### config.mk
export PLATFORM = sky130hd
export DESIGN_NAME = ultrasonic_ranger
export DESIGN_NICKNAME = d
export VERILOG_FILES = /design/src/rtl/ultrasonic_ranger.sv
export SDC_FILE = /design/constraint.sdc
export NUM_CORES = 1
export LEC_CHECK = 0
export CAP_MARGIN = 20
export CORE_ASPECT_RATIO = 0.7
export CORE_MARGIN = 3
export CORE_UTILIZATION = 57
export CTS_CLUSTER_DIAMETER = 60
export DETAILED_ROUTE_END_ITERATION = 7
export DONT_BUFFER_PORTS = 1
export PLACE_DENSITY = 0.75
export SYNTH_ARGS = -nofsm -noshare
export SYNTH_HDL_FRONTEND = slang
export SYNTH_SLANG_ARGS = --single-unit
### constraint.sdc
create_clock -name clk -period 2.6 [get_ports clk]
set_input_delay 0.52 -clock clk [delete_from_list [all_inputs] [get_ports clk]]
set_output_delay 0.52 -clock clk [all_outputs]
set_load 0.05 [all_outputs]
### src/rtl/ultrasonic_ranger.sv
// Ultrasonic ranger: triggers the sensor, times the echo pulse and reports distance in cm.
// The result registers load on the edge that enters DONE, so dist_valid and the new dist_cm/obstacle/timeout appear in the same cycle.
module ultrasonic_ranger #(
  parameter int TRIG_CYCLES    = 500,
  parameter int CYCLES_PER_CM  = 2900,
  parameter int WAIT_TIMEOUT   = 1_500_000,
  parameter int HOLDOFF_CYCLES = 3_000_000
) (
  input  logic       clk,
  input  logic       rst,
  input  logic       ena,
  input  logic       echo,
  input  logic [7:0] threshold,
  output logic       trig,
  output logic [7:0] dist_cm,
  output logic       dist_valid,
  output logic       obstacle,
  output logic       timeout
);

  localparam int TW = (TRIG_CYCLES    > 1) ? $clog2(TRIG_CYCLES)    : 1;
  localparam int WW = (WAIT_TIMEOUT   > 1) ? $clog2(WAIT_TIMEOUT)   : 1;
  localparam int HW = (HOLDOFF_CYCLES > 1) ? $clog2(HOLDOFF_CYCLES) : 1;
  localparam int SW = (CYCLES_PER_CM  > 1) ? $clog2(CYCLES_PER_CM)  : 1;

  localparam logic [TW-1:0] TRIG_LAST = TW'(TRIG_CYCLES - 1);
  localparam logic [WW-1:0] WAIT_LAST = WW'(WAIT_TIMEOUT - 1);
  localparam logic [HW-1:0] HOLD_LAST = HW'(HOLDOFF_CYCLES - 1);
  localparam logic [SW-1:0] SUB_LAST  = SW'(CYCLES_PER_CM - 1);

  typedef enum logic [2:0] {
    IDLE,
    TRIG,
    WAIT_RISE,
    MEASURE,
    DONE,
    HOLDOFF
  } state_t;

  state_t        state;
  state_t        state_nxt;
  logic          echo_m;
  logic          echo_s;
  logic [TW-1:0] trig_cnt;
  logic [WW-1:0] wait_cnt;
  logic [HW-1:0] hold_cnt;
  logic [SW-1:0] sub_cnt;
  logic [7:0]    cm_cnt;

  logic          cnt_en;
  logic [7:0]    res_nxt;
  logic          flag_nxt;
  logic          done_nxt;
  logic          sub_wrap;
  logic [SW-1:0] sub_step;
  logic [7:0]    cm_step;

  assign sub_wrap = (sub_cnt == SUB_LAST);
  assign sub_step = sub_wrap ? '0 : sub_cnt + SW'(1);
  assign cm_step  = sub_wrap ? cm_cnt + 8'd1 : cm_cnt;
  assign done_nxt = (state_nxt == DONE);

  always_ff @(posedge clk) begin
    if (rst) begin
      state  <= IDLE;
      echo_m <= 1'b0;
      echo_s <= 1'b0;
    end else begin
      state  <= state_nxt;
      echo_m <= echo;
      echo_s <= echo_m;
    end
  end

  // The WAIT_RISE cycle that sees echo_s high is counted too, so every high cycle contributes.
  always_comb begin
    state_nxt = state;
    cnt_en    = 1'b0;
    res_nxt   = cm_cnt;
    flag_nxt  = 1'b0;
    case (state)
      IDLE: begin
        if (ena) state_nxt = TRIG;
      end
      TRIG: begin
        if (trig_cnt == TRIG_LAST) state_nxt = WAIT_RISE;
      end
      WAIT_RISE: begin
        if (echo_s) begin
          state_nxt = MEASURE;
          cnt_en    = 1'b1;
        end else if (wait_cnt == WAIT_LAST) begin
          state_nxt = DONE;
          res_nxt   = 8'd255;
          flag_nxt  = 1'b1;
        end
      end
      MEASURE: begin
        if (!echo_s) begin
          state_nxt = DONE;
        end else begin
          cnt_en = 1'b1;
          if (sub_wrap && cm_cnt == 8'd254) begin
            state_nxt = DONE;
            res_nxt   = 8'd255;
            flag_nxt  = 1'b1;
          end
        end
      end
      DONE: begin
        state_nxt = HOLDOFF;
      end
      HOLDOFF: begin
        if (hold_cnt == HOLD_LAST) state_nxt = IDLE;
      end
      default: begin
        state_nxt = IDLE;
      end
    endcase
  end

  // Phase counters clear whenever their state is left, so none of them ever wraps.
  always_ff @(posedge clk) begin
    if (rst) begin
      trig_cnt <= '0;
      wait_cnt <= '0;
      hold_cnt <= '0;
      sub_cnt  <= '0;
      cm_cnt   <= '0;
    end else begin
      trig_cnt <= (state == TRIG && trig_cnt != TRIG_LAST) ? trig_cnt + TW'(1) : '0;
      wait_cnt <= (state == WAIT_RISE && wait_cnt != WAIT_LAST) ? wait_cnt + WW'(1) : '0;
      hold_cnt <= (state == HOLDOFF && hold_cnt != HOLD_LAST) ? hold_cnt + HW'(1) : '0;
      if (cnt_en) begin
        sub_cnt <= sub_step;
        cm_cnt  <= cm_step;
      end else if (state != MEASURE) begin
        sub_cnt <= '0;
        cm_cnt  <= '0;
      end
    end
  end

  always_ff @(posedge clk) begin
    if (rst) begin
      trig       <= 1'b0;
      dist_cm    <= 8'd0;
      dist_valid <= 1'b0;
      obstacle   <= 1'b0;
      timeout    <= 1'b0;
    end else begin
      trig       <= (state_nxt == TRIG);
      dist_valid <= done_nxt;
      if (done_nxt) begin
        dist_cm  <= res_nxt;
        timeout  <= flag_nxt;
        obstacle <= (res_nxt < threshold);
      end
    end
  end

endmodule

==> qor.csv, run 1 <==
stage,metric,value,unit
clocking,clock-sinks,89,
global_route,grt_pass1_wl,15700,um
place,place_congestion,0.806,
synth,synthArstFlopShare,0,
synth,synth-edff-count,0,
timing,finalHoldViolCount,0,
cells_and_area,area_growth,16.0,%
global_route,met3_usage,0.0509,
synth,synth_cell_type_count,53,
synth,ys_ff_latch,89,
setup_path,r2r_start,wait_cnt[7]$_SDFF_PP0_,
synth,synth.area.top_cells,"dfxtp_1 42%, nor2_1 7.3%, xnor2_1 7.2%",
timing,maxClockFrequency,379,MHz
drt,routed_wl,9610,um
clocking,path_clk_slew,90,ps
clocking,cts_tree,done,
clocking,worst_skew_pair.late_latency,350,ps
timing,min_period,2640,ps
synth,syn_area,0.00425,sq mm
synth,synth_xor_area_frac,0.0949,
run,cap_violations,0,
setup_path,cp.required,2890,ps
drt,wl_per_cell,15.3,um
setup_path,r2r_slack,-40,ps
timing,fin_tns_setup,-37.9,ps
drt,vias,3624,
timing,holdWs,235,ps
timing,post-route-period-util,1.01,
timing,rsz0062_at_grt,yes,
place,numPortBuffers,0,
global_route,track_usage,0.229,
synth,synth-seq-area-share,0.420,
setup_path,crit_start,wait_cnt[7]$_SDFF_PP0_,
synth,yosysMostFrequentCell,dfxtp_1,
synth,ys.flop_type,dfxtp_1,
clocking,cts_root_buffer,clkbuf_8,
clocking,htree_levels,3,
timing,tightest_slew,661,ps
drt,drtIter0Drc,288,
power,p_per_area,482,mW/mm^2
run_status,status,"finished, violations left",
die,core,0.00698,sq mm
die,die_w,109,um
timing,setup_viol,1,
synth,ys_top_cells_by_count,"89 x dfxtp_1, 82 x nor2_1, 35 x xnor2_1",
die,dieArea,0.00854,sq mm
cells_and_area,fill_cells,546,
die,die_h,78.2,um
cells_and_area,fin_nets,556,
timing,finalMaxSlewViolations,0,
setup_path,critPathArrivalTime,2930,ps
die,rows,25,
cells_and_area,seq_area,0.00178,sq mm
timing,relSlewSlack,0.556,
setup_path,path_class,reg -> reg,
power,irDropWorstVdd,0.300,mV
synth,synthCells,492,
clocking,numCtsBuffers,9,
global_route,overflow,0,
drt,dr.pass1.iters,7,
global_route,grt_start_max_net_pins,31,
cells_and_area,multi_input_area,0.00238,sq mm
setup_path,crit_path_max_fanout,6,
worst_hold_path,hold_path_class,in -> reg,
setup_path,endpoint_kind,flop,
synth,syn-num-nets,517,
clocking,clock_path_buffers,2,
synth,synthSimpleGateAreaFrac,0.294,
synth,synth_top_family_by_area,simple AND/OR/NAND/NOR gates,
run_status,violations,setup timing,
setup_path,worst_setup_path_start_kind,flop,
worst_hold_path,min_from,rst,
global_route,use_met1,0.324,
synth,yosys-mux-area-fraction,0,
timing,setup_slack,-37.9,ps
synth,yosys.area.top_type_share,0.420,
synth,synth_top_area_cell,dfxtp_1,
die,start_util,0.609,
drt,ant_nets,0,
drt,via_per_inst,5.75,
timing,final.setup_skew,12.5,ps
global_route,grt_antenna_before_repair,0,
clocking,hold_buffers,0,
synth,ys_warn_count,0,
global_route,top_usage_layer,met2,
synth,synth-compound-area-share,0.113,
global_route,met2_usage,0.345,
cells_and_area,drive_above_1_share,0.164,
power,power.leakage,1.72,nW
synth,synthAdderAreaFrac,0.0383,
synth,avgSynthCellArea,8.63,sq um
cells_and_area,num_antenna_cells,0,
place,dp_hpwl,6930,um
drt,drcViolationCount,0,
die,ios,24,
global_route,grt_pass1_vias,3396,
[power breakdown]
group | internal (W) | total [W] | switching [W]
Sequential | 0.00137 | 0.00137 | 0.00000777
Combinational | 0.0000141 | 0.0000356 | 0.0000215
Clock | 0.000476 | 0.000964 | 0.000488
[cell families (layout without fill, tap and decap cells)]
family / Yosys count / in the layout
AO/OA/AOI/OAI: 70 / 70
XOR/XNOR: 46 / 46
adder cells (fa/ha/maj): 13 / 13
buffers and inverters: 42 / 86
flip-flops: 89 / 89
AND/OR/NAND/NOR: 232 / 232
[layer usage]
metal | wire [um] | up-vias
li1 | - | 1794
met1 | 4680 | 1699
met2 | 4200 | 110
met3 | 540 | 21
met4 | 185 | 0
met5 | 0 | -
[repair_timing]
action | 4_1_cts | 5_1_grt
cloned | 0 | 0
endpoints found under the setup margin | 1 | 1
resized for setup | 6 | 13
buffers inserted | 1 | 1
pin swaps | 5 | 5
[layout by cell type (no fill, tap or decap), drive strengths merged, types with 2 or more instances in the layout]
cell / instances
a211oi: 6
o221a: 8
nor4: 5
inv: 23
or4b: 6
xnor2: 35
and3: 6
nor3: 22
o31ai: 2
a311oi: 3
a21oi: 25
nor3b: 4
o21ai: 14
nor2b: 5
or3: 5
nor2: 82
nand3: 25
and2: 5
nand2: 25
nand3b: 8
clkbuf: 11
clkinv: 2
buf: 47
xor2: 11
a41oi: 4
dfxtp: 89
clkinvlp: 2
ha: 13
or2: 2
nand2b: 10
and4: 7
nand4: 10
[final timing paths]
| path | end | cells past startpoint |
|---|---|---|
| worst max register to register | obstacle$_SDFFE_PP0P_ | 12 |
| worst min-delay path | cm_cnt[6]$_SDFFE_PP0P_ | 1 |
| worst min register to register | hold_cnt[0]$_SDFF_PP0_ | 1 |
| worst max-delay path | obstacle$_SDFFE_PP0P_ | 12 |
[stage by stage]
stage	power [W]	instances	cell area (sq um)	util	setup WS, ps
after CTS	0.00239	629	4840	0.694	11.8
after detailed placement	0.00144	612	4610	0.662	-173
after global routing	0.00246	630	4920	0.706	-106
after floorplan	0.00143	492	4250	-	34.2
after global placement	0.00143	612	4610	0.662	-27.1
final	0.00237	630	4920	0.706	-37.9
[final cells by class]
| class | count | share of cell area |
|---|---|---|
| repair buffers | 47 | 0.0724 |
| clock buffers | 11 | 0.0287 |
| well taps | 94 | 0.0239 |
| multi-input cells | 361 | 0.482 |
| flip-flops and latches | 89 | 0.362 |
| inverters | 23 | 0.0175 |
| clock inverters | 5 | 0.0127 |
[registers in the layout (all words and copies together), names as in the netlist]
name        cells
state           3
sub_cnt        12
dist_valid      1
echo_m          1
trig_cnt        9
cm_cnt          8
hold_cnt       22
wait_cnt       21
trig            1
echo_s          1
obstacle        1
dist_cm         8
timeout         1
[worst max-delay path, cell delays in order, from the launching register on]
cell       delay [ps]
dfxtp_2           330
or4b_4            540
nor4_4            350
a32oi_2           120
nand2b_4          230
buf_6             150
nand2b_1           70
ha_1              240
o21a_1            120
o21ai_2           120
a21oi_2            70
a2bb2oi_2         130
a21oi_1           110
No activity file was read; power rests on OpenSTA's default activity.
==> run 2, diff against run 1 <==
CORE_MARGIN = 8   (was 3)
==> run 2 against run 1 <==
Net effect: the flow now finishes without violations; worst hold slack worse by 25 ps; fmax rose by 4.1%; cell area is 1.4% lower; sequential share of layout area is 0.49 points higher; sequential power about the same; via count decreased by 1.9%; utilization is 3.7 points lower; setup slack better by 100 ps; critical path depth is 1 lower; clock power grew 17%.
==> qor.csv, run 2 (same netlist as run 1, synthesis figures left out) <==
stage,metric,value,unit
timing,min_period,2530,ps
cells_and_area,seq_area,0.00178,sq mm
power,power.leakage,1.67,nW
run_status,status,"finished, final reports clean",
cells_and_area,largest_reg_flops,22,
die,start_util,0.585,
timing,final.setup_skew,9.40,ps
setup_path,crit_path_max_fanout,7,
cells_and_area,most-common-layout-cells,"88 x dfxtp_1, 82 x nor2_1, 38 x buf_4",
setup_path,crit_family,simple AND/OR/NAND/NOR gates,
global_route,grt_pass1_wl,15500,um
timing,finalMaxSlewViolations,0,
timing,fin_tns_setup,0,ps
worst_hold_path,hold_path_class,in -> reg,
setup_path,critPathMaxStageDelay,550,ps
setup_path,worst_setup_path_start_kind,flop,
setup_path,endpoint,obstacle$_SDFFE_PP0P_,
drt,dr.pass1.iters,5,
global_route,track_usage,0.183,
clocking,htree_levels,3,
timing,relSlewSlack,0.543,
cells_and_area,regMostFlops,hold_cnt,
cells_and_area,multi_input_area,0.00234,sq mm
setup_path,r2r_slack,70,ps
power,netSwitchingPower,0.000516,W
global_route,grt_pass1_vias,3284,
clocking,clock-sinks,89,
setup_path,cp.required,2900,ps
cells_and_area,drive_above_1_share,0.137,
die,ios,24,
cells_and_area,area_growth,14.4,%
power,swShare,0.203,
drt,ant_nets,0,
power,irDropWorstVdd,0.513,mV
setup_path,endpoint_kind,flop,
die,core,0.00725,sq mm
place,preCtsSetupSlack,-189,ps
die,dieArea,0.0105,sq mm
drt,via_per_inst,5.70,
clocking,cts_root_buffer,clkbuf_8,
cells_and_area,final_common_cell,dfxtp_1,
power,p_total,0.00254,W
drt,drtIter0Drc,259,
clocking,clock_path_buffers,2,
setup_path,slowest_stage,or4b_4,
setup_path,crit_start,wait_cnt[7]$_SDFF_PP0_,
setup_path,path_depth,11,
power,p_comb_frac,0.014,
drt,vias,3554,
setup_path,path_cells,or4b_4 > nor4_4 > a32oi_1 > nand2b_4 > nand2b_1 > ha_1 > o21a_1 > o21ai_1 > a21oi_1 > a2bb2oi_1 > a21oi_1,
cells_and_area,num_antenna_cells,0,
setup_path,worstPathBufferInverterCount,0,
clocking,numCtsBuffers,9,
setup_path,rr_endpoint,obstacle$_SDFFE_PP0P_,
clocking,path_clk_slew,90,ps
power,p_seq_frac,0.542,
timing,finalHoldViolCount,0,
timing,post-route-period-util,0.974,
clocking,hold_buffers,0,
die,die_h,88.2,um
timing,maxClockFrequency,395,MHz
global_route,grt_start_max_net_pins,31,
clocking,worst_skew_pair.late_latency,370,ps
drt,wl_per_cell,15.1,um
power,p_per_area,522,mW/mm^2
global_route,grt_antenna_before_repair,0,
setup_path,critPathArrivalTime,2840,ps
setup_path,r2r_start,wait_cnt[7]$_SDFF_PP0_,
global_route,overflow,0,
power,internal-power,0.00202,W
setup_path,rr_worst_depth,11,
drt,drcViolationCount,0,
timing,setup_slack,66.4,ps
die,rows,26,
run,cap_violations,0,
timing,tightest_slew,683,ps
power,power.share.clock,0.444,
die,die_w,119,um
timing,setup_viol,0,
cells_and_area,fill_cells,614,
cells_and_area,fin_nets,547,
cells_and_area,biggestRegsByFlops,"hold_cnt (22), wait_cnt (21), sub_cnt (12)",
place,numPortBuffers,0,
setup_path,path_class,reg -> reg,
setup_path,cp_common_cell,a21oi_1,
drt,routed_wl,9430,um
place,dp_hpwl,6710,um
clocking,cts_tree,done,
place,place_congestion,0.857,
==> run 2: layer usage <==
| metal | track usage | part of all wire | vias up | routed length, um |
|---|---|---|---|---|
| met5 | 0 | 0 | - | 0 |
| met4 | 0.0629 | 0.0073 | 0 | 69 |
| met3 | 0.0567 | 0.049 | 9 | 461 |
| met2 | 0.286 | 0.45 | 75 | 4270 |
| li1 | - | - | 1777 | - |
| met1 | 0.234 | 0.49 | 1693 | 4620 |
==> run 2: metrics by stage <==
stage | util | cell area, sq um | instances | hold WS (ps)
floorplan | - | 4250 | 492 | 413
global placement | 0.627 | 4550 | 607 | 422
detailed placement | 0.627 | 4550 | 607 | 432
CTS | 0.662 | 4810 | 623 | 192
global route | 0.669 | 4860 | 624 | 194
finish | 0.669 | 4860 | 624 | 210
==> run 2: worst reg2reg max path: stages, from the launching register on <==
cell       delay [ps]
dfxtp_2           330
or4b_4            550
nor4_4            290
a32oi_1           100
nand2b_4          200
nand2b_1          100
ha_1              230
o21a_1            170
o21ai_1           140
a21oi_1           100
a2bb2oi_1         130
a21oi_1           110
==> run 2: cell type report <==
class	count	share of cell area
multi-input combinational	361	0.482
clock inverter	6	0.0237
timing repair buffer	38	0.0587
clock buffer	9	0.0255
sequential	89	0.367
inverter	23	0.0178
tap	98	0.0253
==> run 2: worst min path at each step <==
stage / start / end / slack (ps) / cells after the start
CTS: rst / sub_cnt[6]$_SDFFE_PP0P_ / 190 / 1
global route: rst / sub_cnt[6]$_SDFFE_PP0P_ / 190 / 1
finish: rst / sub_cnt[6]$_SDFFE_PP0P_ / 210 / 1
detailed placement: hold_cnt[0]$_SDFF_PP0_ / hold_cnt[0]$_SDFF_PP0_ / 430 / 1
floorplan: hold_cnt[0]$_SDFF_PP0_ / hold_cnt[0]$_SDFF_PP0_ / 410 / 1
global placement: hold_cnt[0]$_SDFF_PP0_ / hold_cnt[0]$_SDFF_PP0_ / 420 / 1
==> run 2: power by group through the flow <==
| stage | clock, W | combinational [W] | sequential [W] |
|---|---|---|---|
| 2_1_floorplan | 0 | 0.0000294 | 0.00140 |
| 3_3_place_gp | 0 | 0.0000297 | 0.00141 |
| 3_5_place_dp | 0 | 0.0000321 | 0.00141 |
| 4_1_cts | 0.00115 | 0.0000327 | 0.00137 |
| 5_1_grt | 0.00120 | 0.0000400 | 0.00138 |
| 6_report | 0.00113 | 0.0000362 | 0.00137 |
==> run 2: repair_timing <==
item / in CTS / in global routing
resized for setup: 3 / 8
pin swaps: 2 / 5
endpoints found under the setup margin: 1 / 1
setup buffers: 1 / 1
==> run 3, diff against run 2 <==
CAP_MARGIN = default   (was 20)
CORE_UTILIZATION = 54   (was 57)
DONT_BUFFER_PORTS = default   (was 1)
PLACE_DENSITY = 0.76   (was 0.75)
==> run 3 against run 2 <==
Net effect: wire length increased by 0.69%; non-clock buffer count increased by 30; fmax fell by 0.76%; clock skew grew 0.60 ps; power up 2.8%; utilization is 0.31 points higher; critical path type unchanged; critical endpoint unchanged.
==> qor.csv, run 3 (same netlist as run 1, synthesis figures left out) <==
stage,metric,value,unit
clocking,cts_tree,done,
power,power.leakage,1.82,nW
drt,drcViolationCount,0,
cells_and_area,largest_reg_flops,22,
global_route,overflow,0,
worst_hold_path,hold_path_class,reg -> reg,
timing,relSlewSlack,0.556,
global_route,grt_start_max_net_pins,23,
cells_and_area,final_common_cell,dfxtp_1,
cells_and_area,drive_above_1_share,0.156,
timing,finalHoldViolCount,0,
global_route,grt_pass1_vias,3422,
die,ios,24,
drt,dr.pass1.iters,5,
place,numPortBuffers,23,
setup_path,path_class,reg -> reg,
clocking,hold_buffers,0,
clocking,clock_path_buffers,2,
timing,finalMaxSlewViolations,0,
run_status,status,"finished, final reports clean",
timing,tightest_slew,661,ps
timing,fin_tns_setup,0,ps
timing,min_period,2550,ps
timing,final.setup_skew,10.0,ps
drt,ant_nets,0,
setup_path,crit_path_max_fanout,6,
run,cap_violations,0,
cells_and_area,fin_nets,577,
cells_and_area,num_antenna_cells,0,
drt,vias,3646,
timing,rsz0062_at_grt,yes,
clocking,postCtsSetupBuffers,0,
power,p_total,0.00261,W
global_route,grt_pass1_wl,15800,um
cells_and_area,most-common-layout-cells,"86 x dfxtp_1, 82 x nor2_1, 44 x buf_4",
timing,setup_viol,0,
die,start_util,0.549,
drt,wl_per_cell,14.4,um
clocking,numCtsBuffers,9,
die,rows,27,
drt,via_per_inst,5.54,
drt,drtIter0Drc,330,
clocking,path_clk_slew,90,ps
power,irDropWorstVdd,0.477,mV
timing,post-route-period-util,0.982,
drt,routed_wl,9490,um
timing,maxClockFrequency,392,MHz
clocking,worst_skew_pair.late_latency,370,ps
global_route,track_usage,0.176,
die,dieArea,0.0110,sq mm
place,dp_hpwl,6710,um
setup_path,critPathArrivalTime,2850,ps
setup_path,endpoint_kind,flop,
setup_path,cp.required,2900,ps
cells_and_area,area_growth,22.5,%
die,die_h,90.2,um
power,p_per_area,501,mW/mm^2
setup_path,worst_setup_path_start_kind,flop,
clocking,cts_root_buffer,clkbuf_8,
cells_and_area,biggestRegsByFlops,"hold_cnt (22), wait_cnt (21), sub_cnt (12)",
die,core,0.00774,sq mm
clocking,clock-sinks,89,
global_route,grt_antenna_before_repair,0,
die,die_w,122,um
cells_and_area,regMostFlops,hold_cnt,
clocking,htree_levels,3,
place,place_congestion,0.837,
run 3: routing by layer:
metal,part of all wire,vias to the layer above,track usage,wire (um)
met3,0.052,14,0.0506,489
met2,0.45,82,0.264,4290
met5,0,-,0,0
met4,0.015,0,0.0655,141
li1,-,1847,-,-
met1,0.48,1703,0.233,4580
run 3: final cells by class:
| type | instances | area, sq um |
|---|---|---|
| fill | 598 | 2530 |
| multi-input combinational | 361 | 2380 |
| tap | 101 | 126 |
| timing repair buffer | 68 | 572 |
| clock inverter | 6 | 113 |
| sequential | 89 | 1790 |
| inverter | 23 | 86.3 |
| clock buffer | 10 | 138 |
run 3: path summary, 6_finish.rpt:
check                                from                endpoint  slack, ps  cells after the start
setup / recovery  sub_cnt[5]$_SDFFE_PP0P_   obstacle$_SDFFE_PP0P_         50                     12
hold / removal     hold_cnt[0]$_SDFF_PP0_  hold_cnt[0]$_SDFF_PP0_        440                      1
setup reg to reg  sub_cnt[5]$_SDFFE_PP0P_   obstacle$_SDFFE_PP0P_         50                     12
hold reg to reg    hold_cnt[0]$_SDFF_PP0_  hold_cnt[0]$_SDFF_PP0_        440                      1
run 3: what timing repair did:
| action | 4_1_cts | 5_1_grt |
|---|---|---|
| resized for setup | 3 | 16 |
| pin swaps | 1 | 9 |
| gates cloned | 0 | 0 |
| setup endpoints to repair | 1 | 1 |
run 3: through the flow:
| step | setup WS, ps | area (sq um) | instances | hold slack (ps) | util |
|---|---|---|---|---|---|
| 2_1_floorplan | 34.2 | 4250 | 492 | 413 | - |
| 3_3_place_gp | -30.0 | 4850 | 642 | 424 | 0.627 |
| 3_5_place_dp | -135 | 4850 | 642 | 432 | 0.627 |
| 4_1_cts | 8.10 | 5110 | 658 | 446 | 0.661 |
| 5_1_grt | -63.5 | 5200 | 658 | 469 | 0.672 |
| 6_report | 46.9 | 5200 | 658 | 442 | 0.672 |
run 3: critical path, stage by stage, from the launching register on:
cell       delay, ps
dfxtp_1          320
or4b_4           560
nor3_4           260
a32oi_2          160
nand2b_4         230
buf_6            160
nand2b_4          60
ha_4             190
o21a_1            90
o21ai_1          120
a21oi_1           70
a2bb2oi_1        140
a21oi_1          110
run 3: power by group:
part / total, W / switching, W / leakage [nW] / internal (W)
Sequential: 0.00137 / 0.00000399 / 0.719 / 0.00137
Clock: 0.00117 / 0.000501 / 0.127 / 0.000670
Combinational: 0.0000671 / 0.0000355 / 0.974 / 0.0000316
Total: 0.00261 / 0.000541 / 1.82 / 0.00207
